**config.mk**
```make
export PLATFORM = sky130hd
export DESIGN_NAME = cmd_timing_scheduler_flat
export DESIGN_NICKNAME = d
export VERILOG_FILES = /design/src/rtl/cmd_timing_scheduler_pkg.sv /design/src/rtl/cmd_timing_scheduler_if.sv /design/src/rtl/cmd_timing_scheduler_down_counter.sv /design/src/rtl/cmd_timing_scheduler.sv /design/src/flat_wrapper.sv
export SDC_FILE = /design/constraint.sdc
export NUM_CORES = 1
export LEC_CHECK = 0
export CELL_PAD_IN_SITES_DETAIL_PLACEMENT = 2
export CELL_PAD_IN_SITES_GLOBAL_PLACEMENT = 2
export CORE_ASPECT_RATIO = 1.4
export CORE_MARGIN = 2
export CORE_UTILIZATION = 35
export CTS_BUF_LIST = sky130_fd_sc_hd__clkbuf_16
export CTS_CLUSTER_DIAMETER = 150
export DETAILED_ROUTE_END_ITERATION = 8
export PLACE_DENSITY = 0.73
export SETUP_SLACK_MARGIN = 0.05
export SYNTH_ARGS = -nofsm -noshare
export SYNTH_HDL_FRONTEND = slang
export SYNTH_HIERARCHICAL = 1
export SYNTH_SLANG_ARGS = --single-unit
```
**constraint.sdc**
```tcl
create_clock -name clk -period 4.65 [get_ports clk]
set_input_delay 0.465 -clock clk [delete_from_list [all_inputs] [get_ports clk]]
set_output_delay 0.465 -clock clk [all_outputs]
set_load 0.01 [all_outputs]
```
**src/rtl/cmd_timing_scheduler_pkg.sv**
```systemverilog
// Shared definitions for the command timing scheduler.
//
// Holds the SoftMC field offsets (each overridable from a softMC.inc that is
// compiled earlier), the command-class encoding, the decode function that
// turns the CS/RAS/CAS/WE bits into a class, and the default DDR4 timing
// values used as parameter defaults by cmd_timing_scheduler.

`ifndef CS_OFFSET
`define CS_OFFSET 27
`endif
`ifndef RAS_OFFSET
`define RAS_OFFSET 26
`endif
`ifndef CAS_OFFSET
`define CAS_OFFSET 25
`endif
`ifndef WE_OFFSET
`define WE_OFFSET 24
`endif
`ifndef ROW_OFFSET
`define ROW_OFFSET 18
`endif

package cmd_timing_scheduler_pkg;

  typedef enum logic [2:0] {
    CMD_NOP   = 3'd0,
    CMD_ACT   = 3'd1,
    CMD_RD    = 3'd2,
    CMD_WR    = 3'd3,
    CMD_PRE   = 3'd4,
    CMD_REF   = 3'd5,
    CMD_DESEL = 3'd6,
    CMD_OTHER = 3'd7   // MRS/ZQ and similar: passed through ungated
  } cmd_class_e;

  localparam int DEF_BANK_WIDTH = 3;
  localparam int DEF_CNT_WIDTH  = 8;
  localparam int DEF_T_RCD      = 4;
  localparam int DEF_T_RP       = 4;
  localparam int DEF_T_RAS      = 10;
  localparam int DEF_T_RRD      = 2;
  localparam int DEF_T_CCD      = 2;
  localparam int DEF_T_WTR      = 4;
  localparam int DEF_T_RFC      = 30;

  // All command strobes are active low.
  function automatic cmd_class_e decode_cmd(input logic cs_n, input logic ras_n,
                                            input logic cas_n, input logic we_n);
    cmd_class_e cls;
    if (cs_n) begin
      cls = CMD_DESEL;
    end else begin
      case ({ras_n, cas_n, we_n})
        3'b011:  cls = CMD_ACT;
        3'b101:  cls = CMD_RD;
        3'b100:  cls = CMD_WR;
        3'b010:  cls = CMD_PRE;
        3'b001:  cls = CMD_REF;
        3'b111:  cls = CMD_NOP;
        default: cls = CMD_OTHER;
      endcase
    end
    return cls;
  endfunction

endpackage

```
**src/rtl/cmd_timing_scheduler_if.sv**
```systemverilog
// Instruction path between host FIFO, scheduler and decoder.
//
// Signals: in_valid/in_instr/in_ready (host -> scheduler handshake),
// dec_en/dec_instr (scheduler -> decoder), bank_open (per-bank row status),
// proto_err (illegal command dropped).
// Modports: slave = scheduler side, master = host/decoder side.

interface cmd_timing_scheduler_if #(
  parameter int BANK_WIDTH = 3
);
  logic                       in_valid;
  logic [31:0]                in_instr;
  logic                       in_ready;
  logic                       dec_en;
  logic [31:0]                dec_instr;
  logic [(2**BANK_WIDTH)-1:0] bank_open;
  logic                       proto_err;

  modport slave (
    input  in_valid, in_instr,
    output in_ready, dec_en, dec_instr, bank_open, proto_err
  );

  modport master (
    output in_valid, in_instr,
    input  in_ready, dec_en, dec_instr, bank_open, proto_err
  );
endinterface

```
**src/rtl/cmd_timing_scheduler_down_counter.sv**
```systemverilog
// sched_down_counter: loadable saturating down-counter with zero flag.
//
// Ports: clk, rst_n (sync, active low), load_i/load_val_i (load wins over
// decrement), zero_o (count is zero). Decrements once per cycle while
// nonzero and sticks at zero.

module sched_down_counter #(
  parameter int WIDTH = 8
) (
  input  logic             clk,
  input  logic             rst_n,
  input  logic             load_i,
  input  logic [WIDTH-1:0] load_val_i,
  output logic             zero_o
);

  logic [WIDTH-1:0] cnt_q, cnt_d;

  always_comb begin
    cnt_d = cnt_q;
    if (load_i) begin
      cnt_d = load_val_i;
    end else if (cnt_q != '0) begin
      cnt_d = cnt_q - 1'b1;
    end
  end

  always_ff @(posedge clk) begin
    if (!rst_n) begin
      cnt_q <= '0;
    end else begin
      cnt_q <= cnt_d;
    end
  end

  assign zero_o = (cnt_q == '0);

endmodule

```
**src/rtl/cmd_timing_scheduler.sv**
```systemverilog
// cmd_timing_scheduler: holds one SoftMC instruction at a time and releases
// it to the decoder once every DDR4 timing counter that gates it has expired.
// Protocol-illegal commands are dropped and flagged on proto_err.
//
// Ports:
//   clk, rst_n          controller clock, synchronous active-low reset
//   bus (slave)         in_valid/in_instr/in_ready, dec_en/dec_instr,
//                       bank_open, proto_err
//   stall_cycles        only when CMD_SCHED_STATS_EN is defined: saturating
//                       count of cycles a held instruction waited on timing
//
// Optional feature macro: CMD_SCHED_STATS_EN
//
// state   | meaning
// --------+-----------------------------------------------------------
// IDLE    | holding register empty, in_ready high
// HOLD    | instruction held, waiting for its counters (or being dropped)

module cmd_timing_scheduler
  import cmd_timing_scheduler_pkg::*;
#(
  parameter int BANK_WIDTH = DEF_BANK_WIDTH,
  parameter int CNT_WIDTH  = DEF_CNT_WIDTH,
  parameter int T_RCD      = DEF_T_RCD,
  parameter int T_RP       = DEF_T_RP,
  parameter int T_RAS      = DEF_T_RAS,
  parameter int T_RRD      = DEF_T_RRD,
  parameter int T_CCD      = DEF_T_CCD,
  parameter int T_WTR      = DEF_T_WTR,
  parameter int T_RFC      = DEF_T_RFC
) (
  input  logic                  clk,
  input  logic                  rst_n,
  cmd_timing_scheduler_if.slave bus
`ifdef CMD_SCHED_STATS_EN
  ,
  output logic [31:0]           stall_cycles
`endif
);

  localparam int NUM_BANKS = 2 ** BANK_WIDTH;

  localparam logic [0:0] ST_IDLE = 1'b0;
  localparam logic [0:0] ST_HOLD = 1'b1;

  localparam logic [CNT_WIDTH-1:0] LD_RCD = CNT_WIDTH'(T_RCD - 1);
  localparam logic [CNT_WIDTH-1:0] LD_RP  = CNT_WIDTH'(T_RP - 1);
  localparam logic [CNT_WIDTH-1:0] LD_RAS = CNT_WIDTH'(T_RAS - 1);
  localparam logic [CNT_WIDTH-1:0] LD_RRD = CNT_WIDTH'(T_RRD - 1);
  localparam logic [CNT_WIDTH-1:0] LD_CCD = CNT_WIDTH'(T_CCD - 1);
  localparam logic [CNT_WIDTH-1:0] LD_WTR = CNT_WIDTH'(T_WTR - 1);
  localparam logic [CNT_WIDTH-1:0] LD_RFC = CNT_WIDTH'(T_RFC - 1);

  logic [0:0]           state_q, state_d;
  logic [31:0]          hold_instr_q, hold_instr_d;
  logic [NUM_BANKS-1:0] bank_open_q, bank_open_d;
  logic                 dec_en_q;
  logic [31:0]          dec_instr_q;
  logic                 proto_err_q;

  logic                  hold_valid;
  logic                  in_ready;
  logic                  accept;
  cmd_class_e            cls;
  logic [BANK_WIDTH-1:0] bank;
  logic                  gate_ok;
  logic                  legal;
  logic                  issue_now;
  logic                  drop;

  logic iss_act, iss_pre, iss_rd, iss_wr, iss_ref;

  logic [NUM_BANKS-1:0] rcd_zero, ras_zero, rp_zero;
  logic                 rrd_zero, ccd_zero, wtr_zero, rfc_zero;

  assign hold_valid = (state_q == ST_HOLD);
  assign cls  = decode_cmd(hold_instr_q[`CS_OFFSET], hold_instr_q[`RAS_OFFSET],
                           hold_instr_q[`CAS_OFFSET], hold_instr_q[`WE_OFFSET]);
  assign bank = hold_instr_q[`ROW_OFFSET +: BANK_WIDTH];

  // Legality depends only on bank_open, which cannot change while an
  // instruction is held, so an illegal command is dropped straight away
  // rather than waiting for its timing counters.
  always_comb begin
    gate_ok = 1'b1;
    legal   = 1'b1;
    case (cls)
      CMD_ACT: begin
        gate_ok = rp_zero[bank] && rrd_zero && rfc_zero;
        legal   = !bank_open_q[bank];
      end
      CMD_RD: begin
        gate_ok = rcd_zero[bank] && ccd_zero && wtr_zero && rfc_zero;
        legal   = bank_open_q[bank];
      end
      CMD_WR: begin
        gate_ok = rcd_zero[bank] && ccd_zero && rfc_zero;
        legal   = bank_open_q[bank];
      end
      CMD_PRE: begin
        gate_ok = ras_zero[bank] && rfc_zero;
      end
      CMD_REF: begin
        gate_ok = (&rp_zero) && rfc_zero;
        legal   = (bank_open_q == '0);
      end
      default: ;
    endcase
  end

  assign issue_now = hold_valid && legal && gate_ok;
  assign drop      = hold_valid && !legal;
  assign in_ready  = !hold_valid || issue_now;
  assign accept    = bus.in_valid && in_ready;

  assign iss_act = issue_now && (cls == CMD_ACT);
  assign iss_pre = issue_now && (cls == CMD_PRE);
  assign iss_rd  = issue_now && (cls == CMD_RD);
  assign iss_wr  = issue_now && (cls == CMD_WR);
  assign iss_ref = issue_now && (cls == CMD_REF);

  for (genvar gi = 0; gi < NUM_BANKS; gi++) begin : g_bank
    logic sel;
    assign sel = (bank == BANK_WIDTH'(gi));

    sched_down_counter #(.WIDTH(CNT_WIDTH)) u_rcd (
      .clk(clk), .rst_n(rst_n), .load_i(iss_act && sel),
      .load_val_i(LD_RCD), .zero_o(rcd_zero[gi])
    );
    sched_down_counter #(.WIDTH(CNT_WIDTH)) u_ras (
      .clk(clk), .rst_n(rst_n), .load_i(iss_act && sel),
      .load_val_i(LD_RAS), .zero_o(ras_zero[gi])
    );
    sched_down_counter #(.WIDTH(CNT_WIDTH)) u_rp (
      .clk(clk), .rst_n(rst_n), .load_i(iss_pre && sel),
      .load_val_i(LD_RP), .zero_o(rp_zero[gi])
    );
  end

  sched_down_counter #(.WIDTH(CNT_WIDTH)) u_rrd (
    .clk(clk), .rst_n(rst_n), .load_i(iss_act),
    .load_val_i(LD_RRD), .zero_o(rrd_zero)
  );
  sched_down_counter #(.WIDTH(CNT_WIDTH)) u_ccd (
    .clk(clk), .rst_n(rst_n), .load_i(iss_rd || iss_wr),
    .load_val_i(LD_CCD), .zero_o(ccd_zero)
  );
  sched_down_counter #(.WIDTH(CNT_WIDTH)) u_wtr (
    .clk(clk), .rst_n(rst_n), .load_i(iss_wr),
    .load_val_i(LD_WTR), .zero_o(wtr_zero)
  );
  sched_down_counter #(.WIDTH(CNT_WIDTH)) u_rfc (
    .clk(clk), .rst_n(rst_n), .load_i(iss_ref),
    .load_val_i(LD_RFC), .zero_o(rfc_zero)
  );

  always_comb begin
    state_d      = state_q;
    hold_instr_d = hold_instr_q;
    case (state_q)
      ST_IDLE: begin
        if (accept) begin
          state_d      = ST_HOLD;
          hold_instr_d = bus.in_instr;
        end
      end
      ST_HOLD: begin
        if (issue_now || drop) begin
          if (accept) begin
            hold_instr_d = bus.in_instr;
          end else begin
            state_d = ST_IDLE;
          end
        end
      end
      default: state_d = ST_IDLE;
    endcase
  end

  // PRE to an already-closed bank just clears a bit that is already clear.
  always_comb begin
    bank_open_d = bank_open_q;
    if (iss_act) bank_open_d[bank] = 1'b1;
    if (iss_pre) bank_open_d[bank] = 1'b0;
  end

  always_ff @(posedge clk) begin
    if (!rst_n) begin
      state_q      <= ST_IDLE;
      hold_instr_q <= '0;
      bank_open_q  <= '0;
      dec_en_q     <= 1'b0;
      dec_instr_q  <= '0;
      proto_err_q  <= 1'b0;
    end else begin
      state_q      <= state_d;
      hold_instr_q <= hold_instr_d;
      bank_open_q  <= bank_open_d;
      dec_en_q     <= issue_now;
      proto_err_q  <= drop;
      if (issue_now) dec_instr_q <= hold_instr_q;
    end
  end

`ifdef CMD_SCHED_STATS_EN
  logic [31:0] stall_q;

  always_ff @(posedge clk) begin
    if (!rst_n) begin
      stall_q <= '0;
    end else if (hold_valid && !issue_now && (stall_q != 32'hFFFF_FFFF)) begin
      stall_q <= stall_q + 32'd1;
    end
  end

  assign stall_cycles = stall_q;
`endif

  assign bus.in_ready  = in_ready;
  assign bus.dec_en    = dec_en_q;
  assign bus.dec_instr = dec_instr_q;
  assign bus.bank_open = bank_open_q;
  assign bus.proto_err = proto_err_q;

endmodule

```
**src/flat_wrapper.sv**
```systemverilog
// flat-port wrapper written by rule: the top's interface ports become plain ports
module cmd_timing_scheduler_flat import cmd_timing_scheduler_pkg::*;
#(
  parameter int BANK_WIDTH = DEF_BANK_WIDTH,
  parameter int CNT_WIDTH  = DEF_CNT_WIDTH,
  parameter int T_RCD      = DEF_T_RCD,
  parameter int T_RP       = DEF_T_RP,
  parameter int T_RAS      = DEF_T_RAS,
  parameter int T_RRD      = DEF_T_RRD,
  parameter int T_CCD      = DEF_T_CCD,
  parameter int T_WTR      = DEF_T_WTR,
  parameter int T_RFC      = DEF_T_RFC
)
  (clk, rst_n, bus_in_valid, bus_in_instr, bus_in_ready, bus_dec_en, bus_dec_instr, bus_bank_open, bus_proto_err);
  cmd_timing_scheduler_if #(.BANK_WIDTH(BANK_WIDTH)) bus_i ();
  input  logic clk;
  input  logic rst_n;
  input wire logic [$bits(bus_i.in_valid)-1:0] bus_in_valid;
  input wire logic [$bits(bus_i.in_instr)-1:0] bus_in_instr;
  output wire logic [$bits(bus_i.in_ready)-1:0] bus_in_ready;
  output wire logic [$bits(bus_i.dec_en)-1:0] bus_dec_en;
  output wire logic [$bits(bus_i.dec_instr)-1:0] bus_dec_instr;
  output wire logic [$bits(bus_i.bank_open)-1:0] bus_bank_open;
  output wire logic [$bits(bus_i.proto_err)-1:0] bus_proto_err;
  assign bus_i.in_valid = bus_in_valid;
  assign bus_i.in_instr = bus_in_instr;
  assign bus_in_ready = bus_i.in_ready;
  assign bus_dec_en = bus_i.dec_en;
  assign bus_dec_instr = bus_i.dec_instr;
  assign bus_bank_open = bus_i.bank_open;
  assign bus_proto_err = bus_i.proto_err;
  cmd_timing_scheduler #(.BANK_WIDTH(BANK_WIDTH), .CNT_WIDTH(CNT_WIDTH), .T_RCD(T_RCD), .T_RP(T_RP), .T_RAS(T_RAS), .T_RRD(T_RRD), .T_CCD(T_CCD), .T_WTR(T_WTR), .T_RFC(T_RFC)) u_core (.clk(clk), .rst_n(rst_n), .bus(bus_i));
endmodule
```
==> summary.txt <==
Timing
  – Clock skew: roughly 24 ps
  – Final setup margin: 476 ps
  – Tmin final: ~4200 ps
  – Setup_tns: 0 ps
  – Unrepaired setup endpoints after global routing: no
  – Actual slew at the worst max-slew pin: 879 ps
  – Pins Over Slew Limit: 0
  – Final period util: 89.8%
  – Max_slew headroom: about two fifths
  – Highest clock rate: 240 MHz
  – # setup viols final: 0
  – Hold Slack: between 400 and 500 ps
  – Fin. Hold Viols: 0

Detailed routing
  – DRC violations left: 0
  – Vias: between 10000 and 15000
  – Post-Route WL: between 40 and 50 mm
  – Drt via density: roughly 5.2
  – Iteration-0 DRC Markers: approximately 450
  – Remaining antenna violation count after routing: 0
  – Wire per inst: 17.4 um
  – Number of detailed-route iterations in the first pass: 4

Finish
  – Fin util: approximately 43%
  – Share of cells above drive strength 1: under 10%
  – Fin nets: roughly 2200
  – Syn-to-layout area delta: 20.7%
  – Diode count: 0

GRT
  – Vias in the first global route: 16000
  – First-pass GRT wire length: 80.9 mm
  – Largest net degree at the start of global routing: around 120
  – GRT Util Overall: about 20%
  – Initial antenna violation count: 0
  – Global route overflow: 0

Worst setup path
  – CP Capture Type: output pin
  – Crit Path Max Fanout: 9
  – Startpoint types: flop
  – R2R Setup Slk: 530 ps
  – Critical path class: reg2out
  – Crit path DAT: between 3000 and 4000 ps
  – CP required: 4180 ps

Floorplanning
  – Die Span Y: roughly 260 um
  – Die area: between 0.04 and 0.05 mm2
  – Die width: roughly 190 um
  – Io pins: 78
  – Number of core rows: between 90 and 100
  – Core area: around 0.046 mm2
  – Initial Utilization: 35.5%

Yosys
  – Yosys warnings: 6
  – Largest area contributor in the netlist: dfxtp_1
  – Seq/Total Area, Yosys: ~37%
  – Syn Inst Count: roughly 1800
  – Synth top area share: between 30% and 40%
  – Number of synthesized flops with an enable pin: 0
  – Mapped Avg Cell Area: roughly 9 um2
  – Cell area after synthesis: about 0.016 mm2
  – Synth Flop Type: dfxtp_1
  – Top cells by area, synth: dfxtp_1, mux2i_1, nand2_1
  – Synthesis-stage register bit count: between 200 and 300
  – Most frequent cell after synthesis: dfxtp_1
  – Async set-reset flop share out of synthesis: 0%
  – Post-synth top cells: dfxtp_1, nand2_1, nand3_1
  – Synth cell types: between 50 and 60

Clock tree
  – Max H-tree Level: 2
  – Clock Tree Buf Depth: 3
  – TritonCTS clock tree: done
  – Post-CTS sizing: 0
  – Clock Root Buffer: clkbuf_16
  – Clk slew on worst S/H paths: ~60 ps
  – Clk sinks: 299
  – TritonCTS buffer count: 37
  – Clock Latency Late Sink: about 540 ps
  – # hold bufs at CTS: 0
  – Postcts setup bufs: 0

Placement
  – Number of buffers added on ports: 77
  – Pre-CTS WS: 564 ps
  – Gpl congestion: approximately 0.76
  – HPWL Detailed: 33.5 mm

Flow run
  – Number of max-cap violations: 0

Power and ir drop
  – Lkg Pwr: between 7 and 8 nW
  – Power density cells: between 600 and 700 mW/mm2
  – Maximum VDD drop: 349 uV
  – Tot Pwr: about 13 mW

Status
  – Status: finished, final reports clean

Hold path
  – HP Class: in2reg
[area by class of cell]
| class | instances | area [um2] |
|---|---|---|
| clock buffer | 39 | 976 |
| clock inverter | 28 | 289 |
| fill | 5225 | 26400 |
| inverter | 90 | 338 |
| multi-input combinational | 1556 | 10300 |
| sequential | 299 | 5990 |
| tap | 617 | 772 |
| timing repair buffer | 110 | 1060 |
[worst max-delay path, cell delays in order (launching register included)]
cell and delay (ps):
dfxtp_1 360, nor4_4 370, and4bb_1 520, mux2i_1 200, a22o_1 290, nor3_1 320, o41ai_4 130, buf_4 190
a21oi_1 140, clkdlybuf4s50_1 640
[routing by layer]
layer | track usage (%) | part of all wire (%) | routed length [um]
met4 | 4.65 | 1.8 | 855
met1 | 21.9 | 41 | 19500
met2 | 39.5 | 54 | 25800
met3 | 3.04 | 3.1 | 1460
met5 | 0 | 0 | 0
[placed cells by master (no fill, tap or decap), types with 29 or more instances in the layout]
| cell type | count |
|---|---|
| clkbuf_16 | 39 |
| buf_4 | 30 |
| inv_1 | 94 |
| nand4_1 | 34 |
| nor2_1 | 66 |
| nor3_1 | 63 |
| clkdlybuf4s50_1 | 76 |
| conb_1 | 224 |
| xnor2_1 | 84 |
| o21ai_0 | 84 |
| o211ai_1 | 29 |
| dfxtp_1 | 299 |
| o31ai_1 | 112 |
| a21oi_1 | 34 |
| nand3_1 | 169 |
| nand2_1 | 250 |
| mux2i_1 | 99 |
[cells by family after synthesis]
family                     Yosys count  share of synthesized area (%)
xor gates and xnor gates           112                           6.00
adders and majority gates           28                           2.14
muxes                              104                           6.75
AOI/OAI and AO/OA                  332                           15.0
DFF                                299                           36.6
and+or+nand+nor                    756                           27.8
buffers and inverters              176                           5.69
other                                2                         0.0459
[sequential cells by signal, indices dropped and copies added (netlist names)]
name and flops:
u_core/bus.dec_instr 32, u_core/hold_valid 1, u_core/bus.dec_en 1, u_core/u_wtr/cnt_q 8
u_core/u_rfc/cnt_q 8, u_core/g_bank.u_ras/cnt_q 64, u_core/u_ccd/cnt_q 8, u_core/g_bank.u_rcd/cnt_q 64
u_core/bus.bank_open 8, u_core/u_rrd/cnt_q 8, u_core/g_bank.u_rp/cnt_q 64, u_core/hold_instr_q 32
u_core/bus.proto_err 1
[path summary, 6_finish.rpt]
check,startpoint,end,depth (start not counted)
worst max-delay path,u_core/g_bank[1].u_rcd/cnt_q[3],bus_in_ready,9
worst min-delay path,rst_n,u_core/g_bank[7].u_ras/cnt_q[7],3
worst max register to register,u_core/g_bank[1].u_rcd/cnt_q[3],u_core/g_bank[0].u_rp/cnt_q[3],12
worst min register to register,u_core/bus.dec_instr[10],u_core/bus.dec_instr[10],2
[per-stage QoR]
stage / instance area [um2] / instances
floorplan: 17200 / 2031
global placement: 18500 / 2672
detailed placement: 18500 / 2672
CTS: 19700 / 2739
global route: 19700 / 2739
finish: 19700 / 2739
[where the power goes]
group	total [mW]	internal [mW]	switching, mW
clock network	3.04	1.85	1.19
registers	4.43	3.42	1.01
logic	5.95	2.77	3.18
total	13.4	8.05	5.38
(Power assumes the default switching activity.)
